[src/rtl/apb_master.sv]
// APB initiator: turns single-beat command-port requests into APB SETUP/ACCESS transfers.
// Optional ACCESS wait-state timeout is compiled in with `define APB_TIMEOUT_EN.
module apb_master #(
    parameter int REG_ADDR_WIDTH = 32,
    parameter int REG_DATA_WIDTH = 32,
    parameter int TIMEOUT_CYCLES = 16
) (
    input  logic                      clk,
    input  logic                      reset,
    input  logic                      in_cmd_valid,
    output logic                      out_cmd_ready,
    input  logic                      in_cmd_write,
    input  logic [REG_ADDR_WIDTH-1:0] in_cmd_addr,
    input  logic [REG_DATA_WIDTH-1:0] in_cmd_wdata,
    output logic                      out_rsp_valid,
    input  logic                      in_rsp_ready,
    output logic [REG_DATA_WIDTH-1:0] out_rsp_rdata,
    output logic                      out_rsp_err,
    output logic [REG_ADDR_WIDTH-1:0] out_m_apb_paddr,
    output logic                      out_m_apb_psel,
    output logic                      out_m_apb_penable,
    output logic                      out_m_apb_pwrite,
    output logic [REG_DATA_WIDTH-1:0] out_m_apb_pwdata,
    input  logic [REG_DATA_WIDTH-1:0] in_m_apb_prdata,
    input  logic                      in_m_apb_pready,
    input  logic                      in_m_apb_pslverr,
    output logic                      out_busy,
    output logic [1:0]                out_dbg_state
);

    // Handshakes: a command transfers on the rising edge where in_cmd_valid && out_cmd_ready,
    // a response on the edge where out_rsp_valid && in_rsp_ready; valid holds until transferred.
    typedef enum logic [1:0] {
        ST_IDLE   = 2'd0,
        ST_SETUP  = 2'd1,
        ST_ACCESS = 2'd2,
        ST_RESP   = 2'd3
    } state_t;

    state_t                    state_q,     state_d;
    logic                      cmd_ready_q, cmd_ready_d;
    logic                      psel_q,      psel_d;
    logic                      penable_q,   penable_d;
    logic                      pwrite_q,    pwrite_d;
    logic [REG_ADDR_WIDTH-1:0] paddr_q,     paddr_d;
    logic [REG_DATA_WIDTH-1:0] pwdata_q,    pwdata_d;
    logic                      rsp_valid_q, rsp_valid_d;
    logic [REG_DATA_WIDTH-1:0] rsp_rdata_q, rsp_rdata_d;
    logic                      rsp_err_q,   rsp_err_d;
    logic                      busy_q,      busy_d;

`ifdef APB_TIMEOUT_EN
    localparam int WAIT_W = $clog2(TIMEOUT_CYCLES + 1);
    // Abort fires on the pready-less ACCESS cycle that would bring the count to TIMEOUT_CYCLES.
    localparam logic [WAIT_W-1:0] WAIT_LAST = WAIT_W'(TIMEOUT_CYCLES - 1);

    logic [WAIT_W-1:0] wait_q, wait_d;
`endif

    always_comb begin
        state_d     = state_q;
        cmd_ready_d = cmd_ready_q;
        psel_d      = psel_q;
        penable_d   = penable_q;
        pwrite_d    = pwrite_q;
        paddr_d     = paddr_q;
        pwdata_d    = pwdata_q;
        rsp_valid_d = rsp_valid_q;
        rsp_rdata_d = rsp_rdata_q;
        rsp_err_d   = rsp_err_q;
        busy_d      = busy_q;
`ifdef APB_TIMEOUT_EN
        wait_d      = wait_q;
`endif

        case (state_q)
            ST_IDLE: begin
                if (in_cmd_valid && cmd_ready_q) begin
                    pwrite_d    = in_cmd_write;
                    paddr_d     = in_cmd_addr;
                    pwdata_d    = in_cmd_wdata;
                    psel_d      = 1'b1;
                    penable_d   = 1'b0;
                    cmd_ready_d = 1'b0;
                    busy_d      = 1'b1;
                    state_d     = ST_SETUP;
                end
            end

            ST_SETUP: begin
                penable_d = 1'b1;
                state_d   = ST_ACCESS;
`ifdef APB_TIMEOUT_EN
                wait_d    = '0;
`endif
            end

            ST_ACCESS: begin
                if (in_m_apb_pready) begin
                    psel_d      = 1'b0;
                    penable_d   = 1'b0;
                    rsp_valid_d = 1'b1;
                    rsp_rdata_d = pwrite_q ? '0 : in_m_apb_prdata;
                    rsp_err_d   = in_m_apb_pslverr;
                    state_d     = ST_RESP;
                end
`ifdef APB_TIMEOUT_EN
                else if (wait_q == WAIT_LAST) begin
                    psel_d      = 1'b0;
                    penable_d   = 1'b0;
                    rsp_valid_d = 1'b1;
                    rsp_rdata_d = '0;
                    rsp_err_d   = 1'b1;
                    state_d     = ST_RESP;
                end else begin
                    wait_d = wait_q + 1'b1;
                end
`endif
            end

            ST_RESP: begin
                if (in_rsp_ready) begin
                    rsp_valid_d = 1'b0;
                    cmd_ready_d = 1'b1;
                    busy_d      = 1'b0;
                    state_d     = ST_IDLE;
                end
            end

            default: begin
                state_d     = ST_IDLE;
                cmd_ready_d = 1'b1;
                psel_d      = 1'b0;
                penable_d   = 1'b0;
                rsp_valid_d = 1'b0;
                busy_d      = 1'b0;
            end
        endcase
    end

    // Everything visible is a flop, so the async reset drops psel/penable immediately.
    always_ff @(posedge clk or negedge reset) begin
        if (!reset) begin
            state_q     <= ST_IDLE;
            cmd_ready_q <= 1'b1;
            psel_q      <= 1'b0;
            penable_q   <= 1'b0;
            pwrite_q    <= 1'b0;
            paddr_q     <= '0;
            pwdata_q    <= '0;
            rsp_valid_q <= 1'b0;
            rsp_rdata_q <= '0;
            rsp_err_q   <= 1'b0;
            busy_q      <= 1'b0;
`ifdef APB_TIMEOUT_EN
            wait_q      <= '0;
`endif
        end else begin
            state_q     <= state_d;
            cmd_ready_q <= cmd_ready_d;
            psel_q      <= psel_d;
            penable_q   <= penable_d;
            pwrite_q    <= pwrite_d;
            paddr_q     <= paddr_d;
            pwdata_q    <= pwdata_d;
            rsp_valid_q <= rsp_valid_d;
            rsp_rdata_q <= rsp_rdata_d;
            rsp_err_q   <= rsp_err_d;
            busy_q      <= busy_d;
`ifdef APB_TIMEOUT_EN
            wait_q      <= wait_d;
`endif
        end
    end

    assign out_cmd_ready     = cmd_ready_q;
    assign out_rsp_valid     = rsp_valid_q;
    assign out_rsp_rdata     = rsp_rdata_q;
    assign out_rsp_err       = rsp_err_q;
    assign out_m_apb_paddr   = paddr_q;
    assign out_m_apb_psel    = psel_q;
    assign out_m_apb_penable = penable_q;
    assign out_m_apb_pwrite  = pwrite_q;
    assign out_m_apb_pwdata  = pwdata_q;
    assign out_busy          = busy_q;
    assign out_dbg_state     = state_q;

endmodule
[config.mk]
export PLATFORM = sky130hd
export DESIGN_NAME = apb_master
export DESIGN_NICKNAME = d
export VERILOG_FILES = /design/src/rtl/apb_master.sv
export SDC_FILE = /design/constraint.sdc
export NUM_CORES = 1
export LEC_CHECK = 0
export ABC_CLOCK_PERIOD_IN_PS = 2300
export BUFFER_PORTS_ARGS = -buffer_cell sky130_fd_sc_hd__buf_4
export CAP_MARGIN = 25
export CELL_PAD_IN_SITES_DETAIL_PLACEMENT = 1
export CELL_PAD_IN_SITES_GLOBAL_PLACEMENT = 1
export CORE_MARGIN = 10
export CORE_UTILIZATION = 35
export CTS_CLUSTER_SIZE = 20
export DETAILED_ROUTE_END_ITERATION = 8
export MAX_ROUTING_LAYER = met4
export PLACE_DENSITY = 0.78
export SLEW_MARGIN = 20
export SYNTH_ARGS = -nofsm -noshare
export SYNTH_HDL_FRONTEND = slang
export SYNTH_SLANG_ARGS = --single-unit
[constraint.sdc]
create_clock -name clk -period 2.3 [get_ports clk]
set_clock_uncertainty 0.2 [all_clocks]
set_input_delay 0.46 -clock clk [delete_from_list [all_inputs] [get_ports clk]]
set_output_delay 0.46 -clock clk [all_outputs]
set_load 0.01 [all_outputs]
# After elaboration in Yosys (flattened, before gate mapping)
# Cells that the tools add are included.
# totals
out_inout_bits	105
ff_bits	105
word_cells	46
# classes
reduce_logical	13
mux	16
eq_ne	6
# ops
cell	n
32-bit 2-to-1 mux	1
3-bit AND reduction	5
1-bit one-hot mux with 2 select lines	4
2-bit one-hot mux with 4 select lines	1
1-bit 2-to-1 mux	6
2-bit 2-to-1 mux	3
2-bit != test (second input constant)	3
2-bit nonzero test	3
2-bit equality test (second input constant)	2
2-bit AND reduction	2
1-bit one-hot mux with 3 select lines	1
3-bit nonzero test	1
2-bit by 1-bit equality test with 1-bit output (second input constant)	1
2-bit zero test	1
1-bit logical AND	1

# Logic depth before layout (Yosys ltp)
# logic_depth
word_depth	3
ltp_mapped	7
ltp_nobuf	5

# Worst setup path before layout
# No wires, ideal clock.
# synth_path
kind	register to register
start	register state_q[0], in the netlist out_dbg_state[0]
end	register state_q[1], in the netlist out_dbg_state[1]
n_path_buf	0
path_stages_with_launch	6
t_arrival_ns	1.595
path_slack_ns	0.381
setup_ns	0.125
cell_sequence	dfrtp_1 inv_1 ha_1 a21boi_0 nor3_1 mux2_2
# synth_via
elab_chain_len	3
word_cells_on_any_way	9
classes_between	eq/ne (6); mux (1); reduce/logical (2)
# synth_rtl
item	line_no	source
from (decl)	40	state_t state_q, state_d;
from (signal assigned)	159	state_q <= state_d;
2-bit equality test / 2-bit zero test (equally long branches)	76	case (state_q)
2-bit != test (no line)	--	
3-bit AND reduction (no line)	--	
# Parallel ways exist; a longest one is shown, timed or not.
# A chain may end at the register's enable or synchronous reset.

# Worst setup path after layout
# Same ends and word-level chain as after synthesis.

==> qor.txt <==
status = finished, violations left
failing checks = negative hold slack
initial drt markers = 241
CTS tree = yes
die width = 130 um
worst path cell trace = inv_1, ha_1, a21boi_0, nor3_1, mux2_2
fmax = 0.493 GHz
Layout fillers = 1270
Mapped Nets = 428
Crit Path Category = flip-flop to flip-flop
post-route cell area = 6180 um^2
DRC errors left = 0
# port buffers = 207
Cells after Synth = 320
power density over the cells = 1330 nW/um^2
PostCTS Resize Cnt = 0
diodes inserted = 0
area leader, netlist = dfrtp_1
number of max-cap violations = 0
dpl ws = 0.305 ns
FF-to-FF Start = out_dbg_state[0]$_DFFE_PN0P_
CP max stage delay = 0.43 ns
global-route wire length before repair = 19.8 mm
fin crit share = 88.3%
Slew Viols, Final = 0
Crit Path Max Fanout = 6
setup bufs post-CTS = 0
top cell type's share of synthesized area = 61.8%
#FFs+latches synth = 105
static leakage = 3.14 nW
largest net degree at the start of global routing = 106
Rel. slew slack = 63.0%
Net Sw Frac = 33.6%
Seq pwr share = 39.1%
die area = 16800 um^2
startpoint class of the critical path = flip-flop
final net count = 633
vias = 3200
vias in the first global route = 3575
placed insts = 657
initial antenna violation count = 0
row cnt = 39
synth top area cells = dfrtp_1 62%, mux2_2 18%, nand2b_1 4.8%, o21ai_0 4.6%, nand2_1 3.0%
gr ovfl total = 0
Core Region = 11600 um^2
final hold violations = 5
library cells used by synthesis = 21
yosys warns = 0
die height = 130 um
Layout area overhead = 47.0%
hold slack = -0.00650 ns
H-tree depth = 3
Root Driver = clkbuf_16
Register Area = 2630 um^2
syn_area_per_cell = 13.1 um^2
CTS sink cnt = 105
Num CTS Buffers = 9
Internal = 5.47 mW
Worst EP arrival = 2.06 ns
setup slack after layout = 0.270 ns
combinational power share = 43.5%
clk_lat worst skew = 0.34 ns
share of cells above drive strength 1 = 55.8%
critical path endpoint category = flip-flop
Psw = 2.77 mW
RSZ-0062 raised after global routing = no
cell area after synthesis = 4210 um^2
final core occ = 53.3%
slowest CP cell = dfrtp_1
Routed WL = 13.1 mm
Non-Filler Instances = 673
DP HPWL = 10.1 mm
Max VDD drop = 0.684 mV
DR pass1 iterations = 4
slew of the pin with the lowest slew margin = 0.555 ns
Setup TNS Final = 0 ns
Max clock buf depth = 2
post-route ant nets = 0
gpl congestion = 0.751
Post-Place Cell Area = 5910 um^2
total chip power = 8.24 mW
Vias/cell = 4.75
DR WL/cell = 19.4 um
post-layout min period = 2.03 ns
final setup fails = 0
multi-input logic area = 1460 um^2
CP Launch Point = out_dbg_state[0]$_DFFE_PN0P_
initial core utilization = 36.2%
Tot GR Track Use = 15.7%
worst endpoint required time = 2.33 ns
# IOs = 208
worst min-delay path class = primary input to async pin
hold buffers post-CTS = 0
Reg clk slew, reported paths = 0.07 ns
sequential-to-total area share from yosys stat = 62.5%
Clock Power Share = 17.4%
[power groups by stage]
stage	clock network, mW	registers (mW)	logic [mW]
2_1_floorplan	0	3.59	1.25
3_3_place_gp	0	3.20	3.53
3_5_place_dp	0	3.27	3.65
4_1_cts	1.49	3.23	3.67
5_1_grt	1.57	3.35	3.90
6_report	1.43	3.22	3.58
[flip-flops by register name (all words and copies together) (netlist names)]
signal and cells:
out_cmd_ready 1, out_m_apb_paddr 32, out_rsp_rdata 32, out_dbg_state 2, out_busy 1, out_rsp_err 1, out_m_apb_pwrite 1, out_m_apb_psel 1
out_m_apb_pwdata 32, out_rsp_valid 1, out_m_apb_penable 1
[per-layer routing]
layer | wire [um] | share of wire, % | vias to the layer above | track usage (%)
met5 | 0 | 0 | - | -
met3 | 865 | 6.6 | 16 | 4.77
met2 | 7190 | 55 | 101 | 28.3
li1 | - | - | 1485 | -
met1 | 4780 | 37 | 1598 | 15.7
met4 | 248 | 1.9 | 0 | 5.49
[area by class of cell]
cell class              instances  share of cell area (%)
clock buffers                  13                    4.21
clock inverters                 3                   0.243
inverters                       5                   0.303
multi-input cells             193                    23.6
flip-flops and latches        105                    42.5
well taps                     143                    2.89
repair buffers                211                    26.2
[worst max-delay path, delay by kind of cell, from the launching register on]
kind,cells,cell delay [ns]
buffers and inverters,1,0.11
AO/OA/AOI/OAI,1,0.18
multiplexers,1,0.37
AND/OR/NAND/NOR,1,0.33
flip-flops,1,0.43
adder cells (fa/ha/maj),1,0.29
[cells by family after synthesis]
group / after synthesis / synth area share (%)
AO/OA/AOI/OAI: 43 / 5.32
adder cells (fa/ha/maj): 5 / 1.49
buffers and inverters: 22 / 2.85
flip-flops: 105 / 62.5
multiplexers: 71 / 18.9
AND/OR/NAND/NOR: 74 / 8.95
[cell usage in the layout (no fill, tap or decap), types with 2 or more instances in the layout]
cell type / n
buf_12: 3
a21boi_0: 2
clkbuf_8: 2
mux2_2: 68
clkbuf_16: 9
inv_1: 5
nand2b_1: 32
nor3_1: 2
nand2_1: 33
clkinv_2: 3
ha_1: 5
dfrtp_1: 104
nor2b_1: 4
buf_4: 208
clkbuf_1: 2
o21ai_0: 39
mux2i_1: 3
[Yosys cell counts, drive strengths merged]
cell type and n:
dfrtp 104, mux2 68, o21ai 39, nand2 34, nand2b 32, buf 9, clkbuf 8, ha 5
inv 5, nor2b 4, mux2i 3, a21boi 2, nor3 2, a31oi 1, dfstp 1, nand3 1
nor2 1, o31ai 1
[worst paths after layout]
kind | endpoint | depth (start not counted) | slack [ns]
worst max-delay path | out_dbg_state[1]$_DFFE_PN0P_ | 5 | 0.27
worst max register to register | out_dbg_state[1]$_DFFE_PN0P_ | 5 | 0.27
min in group clk | out_m_apb_paddr[1]$_DFFE_PN0P_ | 2 | 0.15
worst min register to register | out_rsp_rdata[2]$_DFFE_PN0P_ | 2 | 0.28
max in group asynchronous | out_m_apb_pwdata[3]$_DFFE_PN0P_ | 2 | 1.50
worst min-delay path | out_m_apb_penable$_DFFE_PN0P_ | 2 | -0.007
(Power assumes the default switching activity.)
